**config.mk**
```make
export PLATFORM = sky130hd
export DESIGN_NAME = rr_pick
export DESIGN_NICKNAME = d
export VERILOG_FILES = /design/src/rtl/mux_bus_arbiter_rr_pick.sv
export SDC_FILE = /design/constraint.sdc
export NUM_CORES = 1
export LEC_CHECK = 0
export CAP_MARGIN = 10
export CORE_ASPECT_RATIO = 1.2
export CORE_MARGIN = 4
export CORE_UTILIZATION = 50
export DETAILED_ROUTE_END_ITERATION = 8
export GPL_TIMING_DRIVEN = 0
export MAX_ROUTING_LAYER = met4
export PLACE_DENSITY = 0.78
export SLEW_MARGIN = 0
export SYNTH_ARGS = -nofsm -noshare
export SYNTH_HDL_FRONTEND = slang
export SYNTH_SLANG_ARGS = --single-unit
export TNS_END_PERCENT = 5
```
**constraint.sdc**
```tcl
create_clock -name vclk -period 5.05
set_input_delay 1.01 -clock vclk [all_inputs]
set_output_delay 1.01 -clock vclk [all_outputs]
set_load 0.02 [all_outputs]
```
**src/rtl/mux_bus_arbiter_rr_pick.sv**
```systemverilog
// rtl/mux_bus_arbiter_rr_pick.sv - combinational round-robin pick: rotate, priority-encode, un-rotate
module rr_pick (
  input  logic [7:0] req,
  input  logic [2:0] ptr,
  output logic       valid,
  output logic [2:0] idx
);

  logic [7:0] rot;
  logic [2:0] off;

  // Rotate so that slot ptr lands at bit 0, take the lowest set bit, then map back.
  always_comb begin
    rot = (req >> ptr) | (req << (4'd8 - {1'b0, ptr}));
    off = 3'd0;
    for (int i = 7; i >= 0; i--) begin
      if (rot[i]) off = i[2:0];
    end
    idx   = off + ptr;
    valid = |req;
  end

endmodule

```
# ---- Word level (Yosys, flattened, before mapping)
# Index checks and enable logic that the tools add are counted.
dict set report totals {
  ff_bits 0
  out_inout_bits 4
  word_cells 14
}
dict set report classes {
  add_sub_neg 2
  n_shift 2
  mux 8
  n_bitwise 1
  n_reduce_logical 1
}
# op n
set ops {}
lappend ops {{$mux 3} 8}
lappend ops {{$or 8x8->8} 1}
lappend ops {{$reduce_or 8->1} 1}
lappend ops {{$shl 8x4->8} 1}
lappend ops {{$shr 8x3->8} 1}
lappend ops {{$sub 4x3->4 const A} 1}
lappend ops {{$add 3x3->3} 1}

# ---- Logic depth before layout (Yosys ltp)
# Gate-level depths: netlist of run 1.
dict set report depth {
  word_depth 12
  depth_mapped 17
}

# ---- Least setup slack after synthesis of run 1
# No wires, ideal clock.
dict set report synth_path {
  path_type {input port to output port}
  start {in ptr[0]}
  end {out idx[2]}
  arrival_time_ns 4.253
  setup_slack_ns -0.213
  stages 15
  n_path_buf 3
  path_cell_list {buf_6 > buf_8 > buf_2 > inv_1 > ha_1 > mux4_2 > a2111oi_2 > nor4bb_1 > a211oi_1 > o22ai_1 > ha_1 > inv_1 > fa_1 > xor2_1 > xnor2_1}
}
dict set report synth_via {
  elab_chain_len 12
  word_cells_on_any_way 13
  cone_classes {add/sub (2); shift (2); mux (8); bitwise (1)}
}
# element line_no
set synth_rtl {}
lappend synth_rtl {{start: declaration} 4} ;# input logic [2:0] ptr,
lappend synth_rtl {{$sub 4x3->4} 14} ;# rot = (req >> ptr) | (req << (4'd8 - {1'b0, ptr}));
lappend synth_rtl {{$shl 8x4->8} 14}
lappend synth_rtl {{$or 8x8->8} 14}
lappend synth_rtl {{$mux 3 (8 in series)} 17} ;# if (rot[i]) off = i[2:0];
lappend synth_rtl {{$add 3x3->3 (*)} 19} ;# idx = off + ptr;
lappend synth_rtl {{end: declaration} 6} ;# output logic [2:0] idx
# Mark *: on every way between the ends. The rest lies on a longest branch, timed or not.

# ---- Worst setup path after layout of run 1
dict set report layout_path {
  start {in ptr[1]}
  end {out idx[2]}
}
# Same word-level chain as after synthesis.

==> out/qor.csv, run 1 <==
metric;value;unit
Slew @ Worst Pin;0.520;ns
drt first pass iters;4;
vias per cell;6.59;
filler instances;115;
vias;955;
Initial Util;55.4;%
hold path depth;4;
remaining global-route overflow;0;
synthesized area;832;um^2
Die Ht;52.7;um
sequential area share after synthesis;0;%
RSZ-0062 raised after global routing;true;
simple-gate share of the synthesized area;28.4;%
Cell Area, Placed;1040;um^2
Worst path max stage delay;0.54;ns
Avg Cell Area, Syn;8.08;um^2
Worst setup SP type;input port;
crit path DAT;4.02;ns
fin cells;145;
proportion of synthesized area in mux cells;25.7;%
Final Net Count;144;
Tcrit/Tclk final;99.6;%
Compound-Gate Fraction of Synth Area;26.2;%
critical path class;in2out;
pre-CTS WS;-1.34;ns
first-pass GRT wire length;4080;um
worst-path fanout max;6;
aggregate routed wire length;2440;um
fin area;1160;um^2
crit path from;ptr[1];
fin crit period;5.03;ns
starting DRC count in detailed routing;28;
Slowest-stage cell, CP;mux4_2;
vias in the first global route;920;
Setup crit end;idx[2];
XOR/XNOR Fraction of Synth Area;2.11;%
chip width;45.2;um
crit path cell chain;buf_12, clkinvlp_4, ha_4, mux4_2, a2111oi_4, nor4bb_4, a211oi_2, o22ai_1, ha_2, inv_2, fa_2, xor2_2, xnor2_2, buf_4;
Syn Nets;117;
Syn-to-layout area delta;40.0;%
Lkg Pwr;0.000482;uW
Final WS setup;0.0200;ns
Peak Freq;199;MHz
Worst setup EP type;primary output;
initial antenna violation count;0;
placed insts;134;
Hold Crit Class;in2out;
Final Wtd Congestion;0.845;
Multi-input gate area;807;um^2
core area;1500;um^2
largest family of logic cells by synthesized area;simple AND/OR/NAND/NOR gates;
final setup fails;0;
Avg WL per Cell;16.8;um
Antenna Cells;0;
Slew HR;65.1;%
number of routed nets with antenna violations;0;
Slew Limit Fails;0;
GR Util All Layers;22.6;%
Hold Vio Cnt, Final;0;
Reg area;0;um^2
Tot Pwr;149;uW
PwrDens;128;nW/um^2
DRC viols;0;
outcome;complete, no violations;
Max Cap Viol;0;
IR drop worst, VDD;0.0786;mV
# clk buffers;0;
Synth cell types;50;
largest net degree at the start of global routing;11;
share of cells above drive strength 1;37.5;%
HPWL Detailed;1730;um
Top Ports;15;
Synth warnings;0;
die area;2380;um^2
row count;15;
Cells after Synth;103;
seq_cells;0;
PortBufs;14;
Adder-Cell Fraction of Synth Area;5.41;%
Critical Path RT;4.04;ns
Hold Buf Count CTS;0;
hold path start;ptr[0];
==> critical path, delay by kind of cell <==
family	cells	cell delay [ns]
compound gates	3	0.65
mux	1	0.54
buf+inv	4	0.40
simple gates	1	0.28
xor+xnor	2	0.29
fa+ha+maj	3	0.85
==> repair_timing <==
item / 4_1_cts / 5_1_grt
gates resized for setup: 26 / 7
pin swaps: 9 / 7
setup buffers: 9 / 5
setup endpoints to repair: 3 / 2
==> Yosys cell counts (3+ instances only) <==
library cell,n,area share [%]
nand2_1,8,3.6
o21ai_0,6,3.6
nor2_1,4,1.8
inv_1,6,2.7
nand3_1,4,2.4
or3b_1,3,3.2
nor2b_1,3,2.3
nor3_1,4,2.4
mux4_2,5,14
buf_2,3,1.8
buf_6,3,4.1
mux2i_1,6,7.2
==> metal layers <==
metal	vias up	global-route usage [%]	part of all wire [%]
met3	6	0	4.2
met4	0	3.90	1.3
met1	457	26.5	41
met2	42	42.7	53
li1	450	-	-
met5	-	-	0
==> cell families after synthesis <==
kind of cell	after synthesis
simple gates	41
compound gates	28
buf+inv	16
mux	13
fa+ha+maj	3
xor+xnor	2
==> through the flow <==
step | hold WS [ns] | setup TNS, ns | utilization, %
after floorplan | 2.19 | 0 | -
after global placement | 3.13 | -3.45 | 69.2
after detailed placement | 3.13 | -3.49 | 69.2
after CTS | 2.63 | -0.114 | 76.1
after global routing | 2.72 | -0.116 | 77.6
final | 2.69 | 0 | 77.6
==> worst min path at each step <==
| stage | to | slack (ns) |
|---|---|---|
| 2_1_floorplan | valid | 2.19 |
| 3_3_place_gp | idx[1] | 3.13 |
| 3_5_place_dp | idx[1] | 3.13 |
| 4_1_cts | idx[0] | 2.63 |
| 5_1_grt | idx[0] | 2.72 |
| 6_report | idx[0] | 2.69 |
==> where the power goes <==
part	switching (uW)	internal, uW
Sequential	0	0
Combinational	74.7	74.5
Clock	0	0
Total	74.7	74.5
==> layout by cell type, fill, tap and decap left out, drive strengths merged, types with 2 or more instances in the layout <==
cell type / n
nand2: 8
o21ai: 7
a31oi: 2
ha: 2
a21oi: 2
nand3: 4
and2: 2
a2111oi: 2
o211ai: 2
nor4: 2
nand3b: 2
nor2: 5
nand2b: 2
or2: 2
clkdlybuf4s50: 6
or3b: 3
mux2i: 6
o22ai: 2
mux4: 6
a32oi: 2
inv: 6
nor3: 4
buf: 22
nor2b: 3
dlymetal6s2s: 4
==> area by class of cell <==
cell class         count  area share, %
inverters              7           2.79
well taps             17           1.83
multi-input cells     87           69.3
plain buffers          6           4.83
repair buffers        28           21.3
Note: power is estimated with default switching activity, not from simulation.
==> run 2: changes to the inputs <==
- CAP_MARGIN: 10 -> 20
- PLACE_DENSITY: 0.78 -> 0.75
- clock period: 5.05 -> 5.6 ns (I/O delays scaled with it)
==> run 2 against run 1 <==
Effect of this change: sequential share of layout area is the same; cell count shrank 0.69%; hold slack gained 0.25 ns; first-iteration DRC count grew 32%; wire length shrank 1.8%; combinational power shrank 10%; via count shrank 2.6%; die area is the same; critical endpoint unchanged; largest power group unchanged.
==> out/qor.csv, run 2 (synthesis results as in run 1) <==
metric;value;unit
aggregate routed wire length;2390;um
Finished Core Util;74.8;%
PortBufs;14;
most common cell after layout, fill and taps aside;buf_4;
critical path class;in2out;
vias in the first global route;843;
drt first pass iters;4;
largest net degree at the start of global routing;11;
crit path DAT;4.30;ns
commonest non-fill, non-tap cells in the layout;12 x buf_4, 11 x clkdlybuf4s50_1, 8 x nand2_1, 6 x inv_1, 6 x mux2i_1;
Switching Share;50.3;%
Slew @ Worst Pin;0.463;ns
Syn-to-layout area delta;35.0;%
sw power;67.3;uW
Peak Freq;184;MHz
die area;2380;um^2
fin cells;144;
Final Wtd Congestion;0.830;
core area;1500;um^2
Avg WL per Cell;16.6;um
Tcrit/Tclk final;96.8;%
Lkg Pwr;0.000441;uW
number of routed nets with antenna violations;0;
clock power share;0;%
HPWL Detailed;1700;um
Slew HR;68.9;%
Final Net Count;143;
Hold Buf Count CTS;0;
outcome;complete, no violations;
final setup fails;0;
TNS Setup;0;ns
starting DRC count in detailed routing;37;
PwrDens;119;nW/um^2
crit path cell chain;clkbuf_2, buf_6, buf_6, inv_1, ha_4, mux4_2, a2111oi_4, nor4bb_4, a211oi_2, o22ai_2, ha_2, inv_1, fa_2, xor2_2, xnor2_1, buf_4;
first-pass GRT wire length;3820;um
filler instances;118;
chip width;45.2;um
vias per cell;6.46;
GR Util All Layers;21.5;%
placed insts;134;
Slew Limit Fails;0;
Worst setup EP type;primary output;
Antenna Cells;0;
Hold Crit Class;in2out;
remaining global-route overflow;0;
Combinational Power Share;100.0;%
Multi-input gate area;802;um^2
RSZ-0062 raised after global routing;false;
P_int;66.6;uW
Final WS setup;0.179;ns
Top Ports;15;
initial antenna violation count;0;
Worst path max stage delay;0.54;ns
Flop pwr share;0;%
row count;15;
seq_cells;0;
DRC viols;0;
pre-CTS WS;-1.11;ns
Reg area;0;um^2
fin crit period;5.42;ns
vias;930;
Critical Path RT;4.48;ns
Slowest-stage cell, CP;mux4_2;
Max Cap Viol;0;
worst-path fanout max;3;
Die Ht;52.7;um
IR drop worst, VDD;0.0676;mV
share of cells above drive strength 1;33.1;%
# clk buffers;0;
Hold Vio Cnt, Final;0;
Worst setup SP type;input port;
Initial Util;55.4;%
run 2: cell types whose count changed in the layout (fill, tap and decap cells not counted), moves of 2 or more:
cell,delta
buf_4,-4
buf_6,+3
clkdlybuf4s50_1,+5
dlymetal6s2s_1,-4
inv_1,+4
inv_2,-2
run 2: repair_timing:
action                                  in CTS  in global routing
setup buffers                                8                  2
hold endpoints to repair                     0                  0
pin swaps                                    5                  5
gates resized for setup                     19                  7
endpoints found under the setup margin       3                  3
cloned                                       1                  0
run 2: final cells by class:
class | instances | share of cell area [%]
multi-input combinational | 87 | 71.4
timing repair buffer | 25 | 18.5
tap | 17 | 1.89
inverter | 7 | 2.34
buffer | 8 | 5.90
run 2: power groups by stage:
stage	registers (uW)	clock network, uW	logic (uW)
2_1_floorplan	0	0	79.3
3_3_place_gp	0	0	112
3_5_place_dp	0	0	114
4_1_cts	0	0	125
5_1_grt	0	0	144
6_report	0	0	134
run 2: final timing paths:
path | cells after the start | slack [ns] | to | startpoint
max | 16 | 0.18 | idx[2] | ptr[0]
min | 6 | 2.93 | idx[1] | ptr[0]
run 2: metrics by stage:
stage / area [um^2] / hold slack (ns) / power [uW]
global placement: 993 / 3.26 / 112
CTS: 1090 / 2.93 / 125
global route: 1120 / 2.95 / 144
detailed placement: 993 / 3.28 / 114
floorplan: 832 / 2.41 / 79.3
finish: 1120 / 2.93 / 134
run 2: routing by layer:
| layer | vias up | wire length (um) | track usage (%) | share of wire [%] |
|---|---|---|---|---|
| met3 | 0 | 126 | 0.344 | 5.3 |
| met4 | 0 | 0 | 2.44 | 0 |
| met5 | - | 0 | - | 0 |
| met2 | 31 | 1340 | 39.2 | 56 |
| li1 | 448 | - | - | - |
| met1 | 451 | 932 | 26.8 | 39 |
run 2: critical path, delay by kind of cell:
family | cells | cell delay [ns]
fa+ha+maj | 3 | 0.80
mux | 1 | 0.54
buf+inv | 6 | 0.53
compound gates | 3 | 0.64
xor+xnor | 2 | 0.29
simple gates | 1 | 0.36
==> run 3: changes to the inputs <==
- PLACE_DENSITY: 0.75 -> not set
- PLACE_DENSITY_LB_ADDON: not set -> 0.3
==> run 3 against run 2 <==
Effect of this change: first-iteration DRC count is 11% higher; maximum frequency is 0.73% higher; critical path depth is 1 higher; via count shrank 0.11%; critical path type unchanged.
==> out/qor.csv, run 3 (synthesis results as in run 1) <==
metric;value;unit
Worst setup EP type;primary output;
final setup fails;0;
Final Net Count;140;
remaining global-route overflow;0;
fin crit period;5.38;ns
PwrDens;118;nW/um^2
number of routed nets with antenna violations;0;
hold endpoint;idx[0];
drt first pass iters;4;
worst path bufs/invs;7;
HPWL Detailed;1680;um
vias per cell;6.59;
core area;1500;um^2
TNS Setup;0;ns
Hold Crit Class;in2out;
fin cells;141;
most common cell after layout, fill and taps aside;clkdlybuf4s50_1;
worst-path fanout max;5;
# clk buffers;0;
Antenna Cells;0;
crit path DAT;4.26;ns
PortBufs;14;
filler instances;129;
hold path depth;3;
most frequent CP cell;buf_6;
share of cells above drive strength 1;32.3;%
Tcrit/Tclk final;96.1;%
Peak Freq;186;MHz
DRC viols;0;
placed insts;134;
Initial Util;55.4;%
vias;929;
WHS;2.83;ns
Final Wtd Congestion;0.852;
IR drop worst, VDD;0.0583;mV
Worst path max stage delay;0.52;ns
starting DRC count in detailed routing;41;
Slew HR;63.7;%
first-pass GRT wire length;3860;um
commonest non-fill, non-tap cells in the layout;10 x clkdlybuf4s50_1, 9 x buf_4, 8 x nand2_1, 6 x mux2i_1;
CP top delay family;buffers and inverters;
row count;15;
RSZ-0062 raised after global routing;false;
seq_cells;0;
GR Util All Layers;21.6;%
Slew Limit Fails;0;
Worst setup SP type;input port;
vias in the first global route;839;
chip width;45.2;um
die area;2380;um^2
Slew @ Worst Pin;0.540;ns
aggregate routed wire length;2350;um
hold path start;ptr[0];
initial antenna violation count;0;
largest net degree at the start of global routing;11;
critical path class;in2out;
Hold Buf Count CTS;0;
Critical Path RT;4.48;ns
Final WS setup;0.219;ns
Top Ports;15;
outcome;complete, no violations;
Max Cap Viol;0;
Lkg Pwr;0.000425;uW
Reg area;0;um^2
Avg WL per Cell;16.6;um
Die Ht;52.7;um
Syn-to-layout area delta;32.3;%
pre-CTS WS;-1.14;ns
crit path cell chain;clkbuf_2, buf_6, buf_6, inv_2, ha_4, buf_6, mux4_2, a32oi_2, or3b_4, a211oi_2, o22ai_1, ha_2, inv_1, fa_2, xor2_1, xnor2_1, buf_4;
Multi-input gate area;797;um^2
Hold Vio Cnt, Final;0;
Slowest-stage cell, CP;mux4_2;
==> run 3: metrics by stage <==
stage	utilization, %	total power, uW	cell area (um^2)
5_1_grt	73.3	142	1100
6_report	73.3	130	1100
3_5_place_dp	66.2	114	993
3_3_place_gp	66.2	111	993
4_1_cts	71.4	122	1070
2_1_floorplan	-	79.3	832
==> run 3: report_power, final <==
part           switching, uW  leakage, uW  internal [uW]  total [uW]
Sequential                 0            0              0           0
Combinational           65.9     0.000425           64.4         130
Clock                      0            0              0           0
==> run 3: area by class of cell <==
class                           count  area share [%]
Tap cell                           17            1.93
Timing Repair Buffer               22            17.3
Buffer                              8            6.02
Inverter                            7            2.39
Multi-Input combinational cell     87            72.4
==> run 3: how the worst max path moves through the flow <==
stage	start	endpoint	slack, ns	cells after the start
2_1_floorplan	ptr[0]	idx[2]	0.12	15
3_3_place_gp	ptr[0]	idx[2]	-1.06	17
3_5_place_dp	ptr[0]	idx[2]	-1.14	17
4_1_cts	ptr[0]	idx[2]	0.01	16
5_1_grt	ptr[0]	idx[2]	0.08	17
6_report	ptr[0]	idx[2]	0.22	17
==> run 3: what timing repair did <==
item	CTS	global route
endpoints found under the hold margin	0	0
endpoints found under the setup margin	3	2
resized for setup	19	10
pin swaps	7	7
setup buffers	7	1
==> run 3: layer usage <==
layer | up-vias | track usage [%] | wire length (um)
met5 | - | - | 0
met4 | 0 | 2.93 | 59
met3 | 7 | 0.344 | 118
met2 | 44 | 39.6 | 1200
met1 | 436 | 26.6 | 964
li1 | 442 | - | -
